File: src/rtl/itcm_auto_load_ctrl_if.sv
// AHB read and ITCM write bundle for the ITCM auto-load controller.
`timescale 1ns/1ps
interface itcm_auto_load_ctrl_if;
  logic        al_ahb_access;
  logic [31:0] al_ahb_addr;
  logic [31:0] al_ahb_read_data;
  logic        al_ahb_read_data_valid;
  logic        itcm_al_wr_en;
  logic [31:0] itcm_al_addr;
  logic [31:0] itcm_al_wdata;

  modport master (
    output al_ahb_access, al_ahb_addr,
    input  al_ahb_read_data, al_ahb_read_data_valid,
    output itcm_al_wr_en, itcm_al_addr, itcm_al_wdata
  );

  modport slave (
    input  al_ahb_access, al_ahb_addr,
    output al_ahb_read_data, al_ahb_read_data_valid,
    input  itcm_al_wr_en, itcm_al_addr, itcm_al_wdata
  );
endinterface

File: src/rtl/itcm_auto_load_ctrl.sv
// Copies NUM_WORDS words from AHB space into ITCM after reset or on restart.
// Optional running checksum of written words: define KRV_ITCM_AL_CHECKSUM_EN.
`timescale 1ns/1ps
module itcm_auto_load_ctrl #(
  parameter logic [31:0] SRC_BASE  = 32'h0000_0000,
  parameter logic [31:0] DST_BASE  = 32'h0000_0000,
  parameter int unsigned NUM_WORDS = 4096
) (
  input  logic                 cpu_clk,
  input  logic                 cpu_rstn,
  input  logic                 al_restart,
  itcm_auto_load_ctrl_if.master bus,
  output logic                 itcm_auto_load,
  output logic                 al_done
`ifdef KRV_ITCM_AL_CHECKSUM_EN
  ,
  output logic [31:0]          al_checksum,
  output logic                 al_checksum_valid
`endif
);

  localparam int unsigned CNT_W = 16;
  localparam logic [CNT_W-1:0] LAST_IDX = CNT_W'(NUM_WORDS - 1);

  typedef enum logic [1:0] {START, FETCH, WRITE, DONE} state_t;

  state_t           state;
  logic [CNT_W-1:0] cnt;
  logic [CNT_W-1:0] cnt_inc;

  assign cnt_inc = cnt + CNT_W'(1);

  function automatic logic [31:0] word_addr(input logic [31:0] base, input logic [CNT_W-1:0] idx);
    return base + {14'd0, idx, 2'b00};
  endfunction

  // Outputs are loaded together with the state they belong to, so they are valid for that whole state.
  always_ff @(posedge cpu_clk or negedge cpu_rstn) begin
    if (!cpu_rstn) begin
      state              <= START;
      cnt                <= '0;
      bus.al_ahb_access  <= 1'b0;
      bus.al_ahb_addr    <= '0;
      bus.itcm_al_wr_en  <= 1'b0;
      bus.itcm_al_addr   <= '0;
      bus.itcm_al_wdata  <= '0;
      al_done            <= 1'b0;
      itcm_auto_load     <= 1'b1;
    end else begin
      al_done <= 1'b0;
      case (state)
        START: begin
          cnt               <= '0;
          state             <= FETCH;
          bus.al_ahb_access <= 1'b1;
          bus.al_ahb_addr   <= SRC_BASE;
        end
        FETCH: begin
          if (bus.al_ahb_read_data_valid) begin
            state             <= WRITE;
            bus.al_ahb_access <= 1'b0;
            bus.itcm_al_wdata <= bus.al_ahb_read_data;
            bus.itcm_al_addr  <= word_addr(DST_BASE, cnt);
            bus.itcm_al_wr_en <= 1'b1;
          end
        end
        WRITE: begin
          bus.itcm_al_wr_en <= 1'b0;
          if (cnt == LAST_IDX) begin
            state          <= DONE;
            al_done        <= 1'b1;
            itcm_auto_load <= 1'b0;
          end else begin
            cnt               <= cnt_inc;
            state             <= FETCH;
            bus.al_ahb_access <= 1'b1;
            bus.al_ahb_addr   <= word_addr(SRC_BASE, cnt_inc);
          end
        end
        DONE: begin
          if (al_restart) begin
            state          <= START;
            itcm_auto_load <= 1'b1;
          end
        end
        default: state <= START;
      endcase
    end
  end

`ifdef KRV_ITCM_AL_CHECKSUM_EN
  // Sum of every word written this run; flagged valid for as long as the FSM sits in DONE.
  always_ff @(posedge cpu_clk or negedge cpu_rstn) begin
    if (!cpu_rstn) begin
      al_checksum       <= '0;
      al_checksum_valid <= 1'b0;
    end else begin
      case (state)
        START:   al_checksum <= '0;
        WRITE:   al_checksum <= al_checksum + bus.itcm_al_wdata;
        default: al_checksum <= al_checksum;
      endcase
      al_checksum_valid <= ((state == WRITE) && (cnt == LAST_IDX)) ||
                           ((state == DONE) && !al_restart);
    end
  end
`endif

endmodule

File: src/flat_wrapper.sv
// flat-port wrapper written by rule: the top's interface ports become plain ports
module itcm_auto_load_ctrl_flat 
#(
  parameter logic [31:0] SRC_BASE  = 32'h0000_0000,
  parameter logic [31:0] DST_BASE  = 32'h0000_0000,
  parameter int unsigned NUM_WORDS = 4096
)
  (cpu_clk, cpu_rstn, al_restart, itcm_auto_load, al_done, bus_al_ahb_access, bus_al_ahb_addr, bus_al_ahb_read_data, bus_al_ahb_read_data_valid, bus_itcm_al_wr_en, bus_itcm_al_addr, bus_itcm_al_wdata);
  itcm_auto_load_ctrl_if bus_i ();
  input  logic cpu_clk;
  input  logic cpu_rstn;
  input  logic al_restart;
  output logic itcm_auto_load;
  output logic al_done;
  output wire logic [$bits(bus_i.al_ahb_access)-1:0] bus_al_ahb_access;
  output wire logic [$bits(bus_i.al_ahb_addr)-1:0] bus_al_ahb_addr;
  input wire logic [$bits(bus_i.al_ahb_read_data)-1:0] bus_al_ahb_read_data;
  input wire logic [$bits(bus_i.al_ahb_read_data_valid)-1:0] bus_al_ahb_read_data_valid;
  output wire logic [$bits(bus_i.itcm_al_wr_en)-1:0] bus_itcm_al_wr_en;
  output wire logic [$bits(bus_i.itcm_al_addr)-1:0] bus_itcm_al_addr;
  output wire logic [$bits(bus_i.itcm_al_wdata)-1:0] bus_itcm_al_wdata;
  assign bus_al_ahb_access = bus_i.al_ahb_access;
  assign bus_al_ahb_addr = bus_i.al_ahb_addr;
  assign bus_i.al_ahb_read_data = bus_al_ahb_read_data;
  assign bus_i.al_ahb_read_data_valid = bus_al_ahb_read_data_valid;
  assign bus_itcm_al_wr_en = bus_i.itcm_al_wr_en;
  assign bus_itcm_al_addr = bus_i.itcm_al_addr;
  assign bus_itcm_al_wdata = bus_i.itcm_al_wdata;
  itcm_auto_load_ctrl #(.SRC_BASE(SRC_BASE), .DST_BASE(DST_BASE), .NUM_WORDS(NUM_WORDS)) u_core (.cpu_clk(cpu_clk), .cpu_rstn(cpu_rstn), .al_restart(al_restart), .bus(bus_i), .itcm_auto_load(itcm_auto_load), .al_done(al_done));
endmodule
File: config.mk
export PLATFORM = sky130hd
export DESIGN_NAME = itcm_auto_load_ctrl_flat
export DESIGN_NICKNAME = d
export VERILOG_FILES = /design/src/rtl/itcm_auto_load_ctrl_if.sv /design/src/rtl/itcm_auto_load_ctrl.sv /design/src/flat_wrapper.sv
export SDC_FILE = /design/constraint.sdc
export NUM_CORES = 1
export LEC_CHECK = 0
export ABC_AREA = 1
export ABC_CLOCK_PERIOD_IN_PS = 3600
export BUFFER_PORTS_ARGS = -buffer_cell sky130_fd_sc_hd__buf_2
export CAP_MARGIN = 25
export CORE_UTILIZATION = 35
export CTS_BUF_LIST = sky130_fd_sc_hd__clkbuf_16
export CTS_CLUSTER_DIAMETER = 80
export DETAILED_ROUTE_END_ITERATION = 10
export PLACE_DENSITY = 0.66
export SYNTH_ARGS = -nofsm -noshare
export SYNTH_HDL_FRONTEND = slang
export SYNTH_SLANG_ARGS = --single-unit
File: constraint.sdc
create_clock -name cpu_clk -period 3.6 [get_ports cpu_clk]
set_input_delay 0.18 -clock cpu_clk [delete_from_list [all_inputs] [get_ports cpu_clk]]
set_output_delay 0.18 -clock cpu_clk [all_outputs]
set_load 0.005 [all_outputs]
==> results of run 1 <==
[power groups by stage]
stage	clock network, mW	registers, mW	logic [mW]
floorplan	0	1.15	0.472
global placement	0	1.14	0.757
detailed placement	0	1.14	0.775
CTS	0.964	1.14	0.772
global route	1.01	1.16	0.877
finish	0.944	1.13	0.756
[per-layer routing]
metal | wire length, µm | up-vias | part of all wire, % | global-route usage [%]
li1 | - | 1382 | - | -
met1 | 3430 | 1288 | 46 | 21.6
met2 | 3370 | 99 | 46 | 24.1
met3 | 530 | 5 | 7.2 | 5.13
met4 | 70 | 0 | 0.95 | 4.41
met5 | 0 | - | 0 | 0
[worst max path at each step]
stage,start,end,slack (ns),depth (start not counted)
4_1_cts,u_core.state[0],u_core.state[1],1.89,5
2_1_floorplan,u_core.bus.al_ahb_addr[2],u_core.bus.al_ahb_addr[9],2.11,10
3_3_place_gp,u_core.bus.al_ahb_addr[2],u_core.bus.al_ahb_access,1.98,10
5_1_grt,u_core.state[0],u_core.state[1],1.77,5
6_report,u_core.bus.al_ahb_addr[2],u_core.bus.al_ahb_access,1.93,10
3_5_place_dp,u_core.state[0],u_core.state[1],1.91,5
[synthesized netlist by cell type (all sizes together) (2+ instances only)]
cell type,number,area share (%)
nand3,23,3.8
nor2,20,3.2
o21ai,33,5.7
buf,42,9.2
clkinv,2,0.38
clkbuf,2,0.23
dfrtp,69,52
nand4,5,0.94
inv,20,2.3
nand2,166,20
[state kept, by name, summed over array words and instances, names as in the netlist]
name	cells
u_core.itcm_auto_load	1
u_core.bus.itcm_al_wr_en	1
u_core.bus.itcm_al_addr	16
u_core.bus.al_ahb_access	1
u_core.bus.al_ahb_addr	16
u_core.state	2
u_core.al_done	1
u_core.bus.itcm_al_wdata	32
[metrics by stage]
| stage | power (mW) | area, µm² | utilization, % |
|---|---|---|---|
| after floorplan | 1.62 | 3450 | - |
| after global placement | 1.89 | 3830 | 41.5 |
| after detailed placement | 1.91 | 3830 | 41.5 |
| after CTS | 2.87 | 4160 | 45.0 |
| after global routing | 3.05 | 4190 | 45.3 |
| final | 2.83 | 4190 | 45.3 |
[critical path, stage by stage, from the launching register on]
cell and delay (ns):
dfrtp_1 0.46, ha_1 0.24, nand2_2 0.10, nor2_4 0.14
nand2_4 0.08, clkinv_4 0.06, nand2_1 0.07, nand2_2 0.09
nand2_2 0.14, nor2_1 0.12, nor2_1 0.04
[cell type report]
cell class / instances / share of cell area (%)
Clock buffer: 9 / 5.38
Timing Repair Buffer: 107 / 13.4
Clock inverter: 7 / 2.33
Tap cell: 129 / 3.86
Sequential cell: 70 / 41.9
Inverter: 22 / 2.09
Multi-Input combinational cell: 286 / 31.1
[cells by family after synthesis]
group,after synthesis,share of synthesized area [%]
buffers and inverters,66,12.0
flip-flops,70,52.6
XOR/XNOR,1,0.263
AO/OA/AOI/OAI,35,6.23
other,1,0.112
AND/OR/NAND/NOR,217,28.5
adder cells (fa/ha/maj),1,0.375
==> results.yml, run 1 <==
place:
  port_buffers: 103
  placed_cells: 612
  finalWeightedCongestion: 0.836
  dp_hpwl_mm: 5.21
  pre_cts_slack_ns: 1.91
floorplanning:
  die_area_um2: 9930
  rows: 35
  die_h_um: 99.6
  die_x_um: 99.6
  core_area_um2: 9240
  initial_core_util_pct: 36.1
  pin_count: 136
cells_and_area:
  mostFrequentLayoutCell: "nand2_1"
  antenna_cells: 0
  multi_input_area_um2: 1300
  final-seq-area_um2: 1750
  drive_gt1_share_pct: 30.7
  fill_cells: 930
  area_delta_synth_final_pct: 25.5
  mostFrequentLayoutCells: "nand2_1 (155), buf_2 (103), dfrtp_1 (69)"
  fin_cells: 630
  final_nets: 533
synth:
  synth_seq_area_share_pct: 52.6
  netlist_area_um2: 3340
  yosysWarnings: 0
  syn_inst: 391
  ys.flop_type: "dfrtp_1"
  ys_types: 31
  synth_edf_count: 0
  synth_area_per_cell_um2: 8.53
  async_flop_share_pct: 100
  ys_seq_elements: 70
worst_hold_path:
  worstHoldEndpoint: "u_core.bus.itcm_al_wdata[19]"
  hold_start: "bus_al_ahb_read_data[19]"
  hold_depth: 3
  hp-class: "in2reg"
setup_path:
  timing.rr.end: "u_core.bus.al_ahb_access"
  worstReg2RegStart: "u_core.bus.al_ahb_addr[2]"
  worst_setup_path_end_kind: "flop"
  critPathRequiredTime_ns: 3.79
  worstRegToRegCells: 10
  crit_arrival_ns: 1.86
  crit_type: "reg2reg"
  cp-start-kind: "flop"
  rrSetupSlack_ns: 1.93
  crit_fanout: 9
clock_tree:
  cts_tree: "done"
  cts.reportedPaths.clkPinSlew_ns: 0.06
  cts-root-buf: "clkbuf_16"
  cts_buffers: 9
  clk_path_buf_depth: 2
  cts_setup_buffers: 0
  clock_latency_ns: 0.32
  clock_sinks: 70
  cts_resized: 0
  postCtsHoldBufs: 0
  cts.htree.levels: 3
sta:
  tightest_slew_ns: 0.632
  setup_viol: 0
  rsz0062_at_grt: "false"
  max_clock_freq_mhz: 598
  slew-limit-headroom_pct: 57.9
  finalClockSkew_ns: 0.00558
  fin_setup_tns_ns: 0
  hold-worst-slack_ns: 0.0479
  layout_min_cycle_time_ns: 1.67
  hold_violations: 0
  setup_slack_ns: 1.93
  maxSlewViolCount: 0
  fin_crit_sh_pct: 46.5
power:
  p_leak_nw: 2.27
  swShare_pct: 33.0
  internal_power_mw: 1.90
  seqPwrFrac_pct: 40.0
  p_switching_uw: 934
  power_density_nw_per_um2: 677
  pwr-share-comb_pct: 26.7
  peakVddDrop_uv: 411
  clkPwrFrac_pct: 33.3
global_routing:
  track_usage_pct: 15.8
  antenna_found_initial: 0
  grt_pass1_vias: 2504
  grt_start_max_net_pins: 66
  grt-ovfl-total: 0
  grt_first_pass_wirelength_mm: 12.2
detailed_routing:
  routedWlPerCell_um: 11.8
  drtAntennaViolNets: 0
  routed_wl_mm: 7.41
  avgViaCountPerCell: 4.40
  drc: 0
  drt_first_pass_iters: 4
  vias: 2774
  drt-initial-drc-count: 125
outcome:
  status: "completed"
run:
  maxCapViolCount: 0
Power figures use the tool's default switching activity.
==> inputs of run 2 (changes only) <==
--- a/config.mk
+++ b/config.mk
@@ -6,14 +6,14 @@
 export NUM_CORES = 1
 export LEC_CHECK = 0
 export ABC_AREA = 1
-export ABC_CLOCK_PERIOD_IN_PS = 3600
+export ABC_CLOCK_PERIOD_IN_PS = 1490
 export BUFFER_PORTS_ARGS = -buffer_cell sky130_fd_sc_hd__buf_2
 export CAP_MARGIN = 25
 export CORE_UTILIZATION = 35
 export CTS_BUF_LIST = sky130_fd_sc_hd__clkbuf_16
 export CTS_CLUSTER_DIAMETER = 80
 export DETAILED_ROUTE_END_ITERATION = 10
-export PLACE_DENSITY = 0.66
+export PLACE_DENSITY = 0.68
 export SYNTH_ARGS = -nofsm -noshare
 export SYNTH_HDL_FRONTEND = slang
 export SYNTH_SLANG_ARGS = --single-unit
==> constraint.sdc (replaced) <==
create_clock -name cpu_clk -period 1.49 [get_ports cpu_clk]
set_input_delay 0.0745 -clock cpu_clk [delete_from_list [all_inputs] [get_ports cpu_clk]]
set_output_delay 0.0745 -clock cpu_clk [all_outputs]
set_load 0.005 [all_outputs]
==> run 2 against run 1 <==
Critical endpoint unchanged. Total power rose to 2.5 times the previous value. Register-to-register slack worse by 1.9 ns. Design area is 12% higher.
==> results.yml, run 2 (same netlist as run 1, synthesis figures left out) <==
setup_path:
  critPathRequiredTime_ns: 1.70
  timing.rr.end: "u_core.bus.al_ahb_access"
  crit_top_cell: "nand2_4"
  worst_setup_path_end_kind: "flop"
  crit_buf_inv: 1
  crit_fanout: 5
  slowest_delay_ns: 0.37
  worstReg2RegStart: "u_core.bus.al_ahb_addr[3]"
  slowest_stage: "dfrtp_1"
  path_delay_family: "simple AND/OR/NAND/NOR gates"
  crit_chain: "ha_2 > nand2_4 > nor2_4 > nand2_4 > clkinv_4 > nand2_2 > nand2_4 > nand2_4 > nor2_2 > nor2_1"
  rrSetupSlack_ns: 0.02
  crit_type: "reg2reg"
  worstRegToRegCells: 10
  cp-start-kind: "flop"
  crit_arrival_ns: 1.68
global_routing:
  grt-ovfl-total: 0
  track_usage_pct: 17.8
  grt_first_pass_wirelength_mm: 13.6
  grt_start_max_net_pins: 71
  grt_pass1_vias: 2798
  antenna_found_initial: 0
sta:
  max_clock_freq_mhz: 681
  hold_violations: 0
  rsz0062_at_grt: "true"
  maxSlewViolCount: 0
  fin_setup_tns_ns: 0
  fin_crit_sh_pct: 98.5
  setup_slack_ns: 0.0219
  finalClockSkew_ns: 0.00493
  layout_min_cycle_time_ns: 1.47
  setup_viol: 0
cells_and_area:
  mostFrequentLayoutCells: "nand2_1 (154), buf_2 (103), dfrtp_1 (69)"
  drive_gt1_share_pct: 32.0
  area_delta_synth_final_pct: 40.1
  fin_cells: 682
  top_regs: "u_core.bus.itcm_al_wdata x32, u_core.bus.al_ahb_addr x16, u_core.bus.itcm_al_addr x16"
  fill_cells: 859
  antenna_cells: 0
  regMostFlops: "u_core.bus.itcm_al_wdata"
  final_nets: 585
  postLayoutCellArea_um2: 4670
  mostFrequentLayoutCell: "nand2_1"
  largest_register_ffs: 32
clock_tree:
  cts-root-buf: "clkbuf_16"
  clock_sinks: 70
  cts_buffers: 9
  cts.reportedPaths.clkPinSlew_ns: 0.05
  cts_tree: "done"
  clock_latency_ns: 0.33
  clk_path_buf_depth: 2
  cts.htree.levels: 3
place:
  pre_cts_slack_ns: -0.00380
  finalWeightedCongestion: 0.815
  port_buffers: 103
  postPlaceCellArea_um2: 3980
  placed_cells: 630
  dp_hpwl_mm: 5.63
detailed_routing:
  drt_first_pass_iters: 4
  routedWlPerCell_um: 12.2
  drc: 0
  vias: 3017
  drt-initial-drc-count: 176
  avgViaCountPerCell: 4.42
  routed_wl_mm: 8.35
  drtAntennaViolNets: 0
power:
  peakVddDrop_uv: 842
  power_density_nw_per_um2: 1520
  p_leak_nw: 2.52
floorplanning:
  rows: 35
  die_h_um: 99.6
  core_area_um2: 9240
  pin_count: 136
  die_area_um2: 9930
  die_x_um: 99.6
  initial_core_util_pct: 36.1
outcome:
  status: "completed"
worst_hold_path:
  hold_start: "al_restart"
  hp-class: "in2reg"
  hold_depth: 2
  worstHoldEndpoint: "u_core.state[1]"
run:
  maxCapViolCount: 0
## run 2: cell count changes in the layout (fill, tap and decap cells not counted), sizes merged
cell and change:
clkinv +1, buf +19, nand2 +1, inv -1, dlygate4sd3 +32
## run 2: worst max path at each step
stage                                      endpoint  slack, ns                      start  cells after the start
after floorplan           u_core.bus.al_ahb_addr[9]      0.004  u_core.bus.al_ahb_addr[2]                     10
after global placement     u_core.bus.al_ahb_access       0.04  u_core.bus.al_ahb_addr[2]                     10
after detailed placement   u_core.bus.al_ahb_access     -0.004  u_core.bus.al_ahb_addr[3]                     10
after CTS                  u_core.bus.al_ahb_access       0.04  u_core.bus.al_ahb_addr[3]                     10
after global routing       u_core.bus.al_ahb_access      -0.04  u_core.bus.al_ahb_addr[3]                     10
final                      u_core.bus.al_ahb_access       0.02  u_core.bus.al_ahb_addr[3]                     10
## run 2: per-stage QoR
step | hold WS [ns] | utilization (%) | power, mW
3_3_place_gp | 0.126 | 43.1 | 4.68
2_1_floorplan | -0.221 | - | 3.93
3_5_place_dp | 0.133 | 43.1 | 4.75
6_report | 0.0346 | 50.6 | 7.10
5_1_grt | 0.0440 | 50.6 | 7.62
4_1_cts | 0.0299 | 50.1 | 7.11
## run 2: cell type report
| cell class | instances | area, µm² | share of cell area [%] |
|---|---|---|---|
| flip-flops and latches | 70 | 1750 | 37.5 |
| multi-input cells | 287 | 1330 | 28.5 |
| repair buffers | 158 | 1020 | 21.9 |
| clock buffers | 9 | 225 | 4.82 |
| well taps | 129 | 161 | 3.45 |
| clock inverters | 7 | 88.8 | 1.90 |
| inverters | 22 | 87.6 | 1.87 |
## run 2: per-layer routing
metal  vias to the layer above  wire length (µm)  track usage [%]
met4                         0               182             8.48
li1                       1487                 -                -
met3                        16               439             4.08
met2                       101              4110             28.7
met1                      1413              3620             22.7
met5                         -                 0                0
## run 2: repair_timing
action | CTS | global route
endpoints found under the hold margin | 101 | 0
hold buffers | 33 | 0
gates resized for setup | 1 | 6
endpoints found under the setup margin | 1 | 13
pin swaps | 0 | 3
gates cloned | 0 | 1
setup buffers | 0 | 2
## run 2: power breakdown
part           internal, mW  switching, mW
clock                  1.45          0.780
sequential             2.42          0.300
combinational         0.880           1.27
## run 2: worst register-to-register path: cells and delay by family, from the launching register on
kind | cells | cell delay (ns)
and+or+nand+nor | 8 | 0.71
DFF | 1 | 0.37
adders and majority gates | 1 | 0.22
buffers and inverters | 1 | 0.07
==> inputs of run 3 (changes only) <==
--- a/config.mk
+++ b/config.mk
@@ -6,7 +6,7 @@
 export NUM_CORES = 1
 export LEC_CHECK = 0
 export ABC_AREA = 1
-export ABC_CLOCK_PERIOD_IN_PS = 1490
+export ABC_CLOCK_PERIOD_IN_PS = 1340
 export BUFFER_PORTS_ARGS = -buffer_cell sky130_fd_sc_hd__buf_2
 export CAP_MARGIN = 25
 export CORE_UTILIZATION = 35
==> constraint.sdc (replaced) <==
create_clock -name cpu_clk -period 1.34 [get_ports cpu_clk]
set_input_delay 0.067 -clock cpu_clk [delete_from_list [all_inputs] [get_ports cpu_clk]]
set_output_delay 0.067 -clock cpu_clk [all_outputs]
set_load 0.005 [all_outputs]
==> run 3 against run 2 <==
The flow now finishes with violations (negative setup slack). Clock-buffer cell count did not move. Wire length rose by 3.5%. Sequential cell count did not move. Core utilization rose by 2.3 points. Clock power rose by 4%. Sequential share of layout area fell by 1.6 points. Register-to-register slack got worse by 0.04 ns. Global-route usage rose by 0.34 points. Worst hold slack improved by 0.069 ns. Combinational power rose by 21%. Critical path depth did not move. Clock skew barely moved. Critical endpoint unchanged. Largest power group unchanged. Highest routed layer unchanged.
==> results.yml, run 3 (same netlist as run 1, synthesis figures left out) <==
cells_and_area:
  largest_register_ffs: 32
  area_delta_synth_final_pct: 46.5
  mostFrequentLayoutCells: "nand2_1 (153), buf_2 (103), dfrtp_1 (68)"
  mostFrequentLayoutCell: "nand2_1"
  regMostFlops: "u_core.bus.itcm_al_wdata"
  fin_cells: 700
  drive_gt1_share_pct: 35.2
  fill_cells: 855
  top_regs: "u_core.bus.itcm_al_wdata x32, u_core.bus.al_ahb_addr x16, u_core.bus.itcm_al_addr x16"
  antenna_cells: 0
  final_nets: 603
setup_path:
  worst_setup_path_end_kind: "flop"
  crit_arrival_ns: 1.57
  critPathRequiredTime_ns: 1.55
  cp-start-kind: "flop"
  crit_fanout: 5
  crit_type: "reg2reg"
  rrSetupSlack_ns: -0.02
outcome:
  status: "finished, violations left"
  violations: "negative setup slack"
power:
  peakVddDrop_uv: 934
  pwr-share-comb_pct: 32.8
  seqPwrFrac_pct: 38.1
  total_power_mw: 7.95
  swShare_pct: 34.3
  clkPwrFrac_pct: 29.2
  power_density_nw_per_um2: 1630
  p_switching_mw: 2.73
  p_leak_nw: 2.63
  internal_power_mw: 5.22
sta:
  layout_min_cycle_time_ns: 1.36
  fin_crit_sh_pct: 101
  hold-worst-slack_ns: 0.104
  setup_slack_ns: -0.0189
  hold_violations: 0
  maxSlewViolCount: 0
  setup_viol: 8
  rsz0062_at_grt: "true"
  finalClockSkew_ns: 0.00448
  max_clock_freq_mhz: 736
floorplanning:
  die_h_um: 99.6
  die_area_um2: 9930
  pin_count: 136
  initial_core_util_pct: 36.1
  core_area_um2: 9240
  rows: 35
  die_x_um: 99.6
global_routing:
  grt_pass1_vias: 2965
  grt_first_pass_wirelength_mm: 14.1
  grt-ovfl-total: 0
  antenna_found_initial: 0
  track_usage_pct: 18.2
  grt_start_max_net_pins: 71
clock_tree:
  clock_sinks: 70
  cts-root-buf: "clkbuf_16"
  clock_latency_ns: 0.32
  cts_tree: "done"
  cts.reportedPaths.clkPinSlew_ns: 0.06
  cts.htree.levels: 3
  cts_buffers: 9
  clk_path_buf_depth: 2
place:
  finalWeightedCongestion: 0.879
  dp_hpwl_mm: 5.74
  port_buffers: 103
  pre_cts_slack_ns: -0.0841
  placed_cells: 646
detailed_routing:
  routedWlPerCell_um: 12.3
  drt_first_pass_iters: 4
  drtAntennaViolNets: 0
  drt-initial-drc-count: 137
  routed_wl_mm: 8.64
  drc: 0
  avgViaCountPerCell: 4.38
  vias: 3067
run:
  maxCapViolCount: 0
worst_hold_path:
  hp-class: "in2reg"
run 3: cell types whose count changed in the layout (fill, tap and decap cells not counted), sizes merged:
cell,before,now
inv,20,21
clkinv,5,4
nand2,167,168
bufinv,2,1
dlygate4sd3,33,34
clkinvlp,2,3
buf,125,141
run 3: per-layer routing:
| metal | global-route usage, % | vias to the layer above | wire length, µm |
|---|---|---|---|
| met3 | 3.30 | 4 | 429 |
| met1 | 23.9 | 1446 | 3890 |
| met2 | 29.9 | 94 | 4260 |
| met4 | 7.01 | 0 | 61 |
| met5 | 0 | - | 0 |
| li1 | - | 1523 | - |
run 3: final cells by class:
type / count / area (µm²) / share of cell area (%)
clock buffers: 9 / 225 / 4.61
clock inverters: 7 / 66.3 / 1.36
inverters: 22 / 87.6 / 1.79
multi-input cells: 288 / 1400 / 28.7
flip-flops and latches: 70 / 1750 / 35.9
well taps: 129 / 161 / 3.30
repair buffers: 175 / 1190 / 24.4
run 3: path summary, 6_finish.rpt:
| kind | startpoint | end | cells past startpoint |
|---|---|---|---|
| max | u_core.bus.al_ahb_addr[2] | u_core.bus.al_ahb_access | 10 |
| min | bus_al_ahb_read_data_valid | u_core.bus.itcm_al_addr[7] | 4 |
| max reg2reg | u_core.bus.al_ahb_addr[2] | u_core.bus.al_ahb_access | 10 |
| min reg2reg | u_core.bus.itcm_al_wdata[13] | u_core.bus.itcm_al_wdata[13] | 2 |
| max in group asynchronous | cpu_rstn | u_core.bus.al_ahb_addr[2] | 3 |
| min in group asynchronous | cpu_rstn | u_core.bus.itcm_al_addr[11] | 3 |
run 3: what timing repair did:
action / 4_1_cts / 5_1_grt
endpoints found under the setup margin: 16 / 17
endpoints found under the hold margin: 103 / 0
hold buffers: 34 / 0
gates cloned: 1 / 1
gates resized for setup: 4 / 12
buffers inserted: 2 / 0
pin swaps: 7 / 3
run 3: power groups by stage:
stage | clock network, mW | registers [mW] | logic (mW)
after floorplan | 0 | 3.10 | 1.28
after detailed placement | 0 | 3.04 | 2.40
after global routing | 2.46 | 3.09 | 2.93
after global placement | 0 | 3.03 | 2.34
after CTS | 2.36 | 3.03 | 2.51
final | 2.32 | 3.03 | 2.60
run 3: worst max-delay path: stages, from the launching register on:
cell and delay [ns]:
dfrtp_2 0.36, ha_2 0.18, nand2_2 0.07, nor2_4 0.13
nand2_4 0.07, clkinv_4 0.06, nand2_4 0.06, nand2_8 0.11
nand2_8 0.07, nor2_2 0.10, nor2_1 0.04
run 3: metrics by stage:
| step | util (%) | cell area (µm²) | TNS [ns] |
|---|---|---|---|
| 3_3_place_gp | 44.9 | 4150 | -0.0326 |
| 6_report | 52.9 | 4890 | -0.0699 |
| 5_1_grt | 52.9 | 4890 | -1.48 |
| 4_1_cts | 52.1 | 4820 | -0.235 |
| 3_5_place_dp | 44.9 | 4150 | -0.251 |
| 2_1_floorplan | - | 3460 | -1.01 |
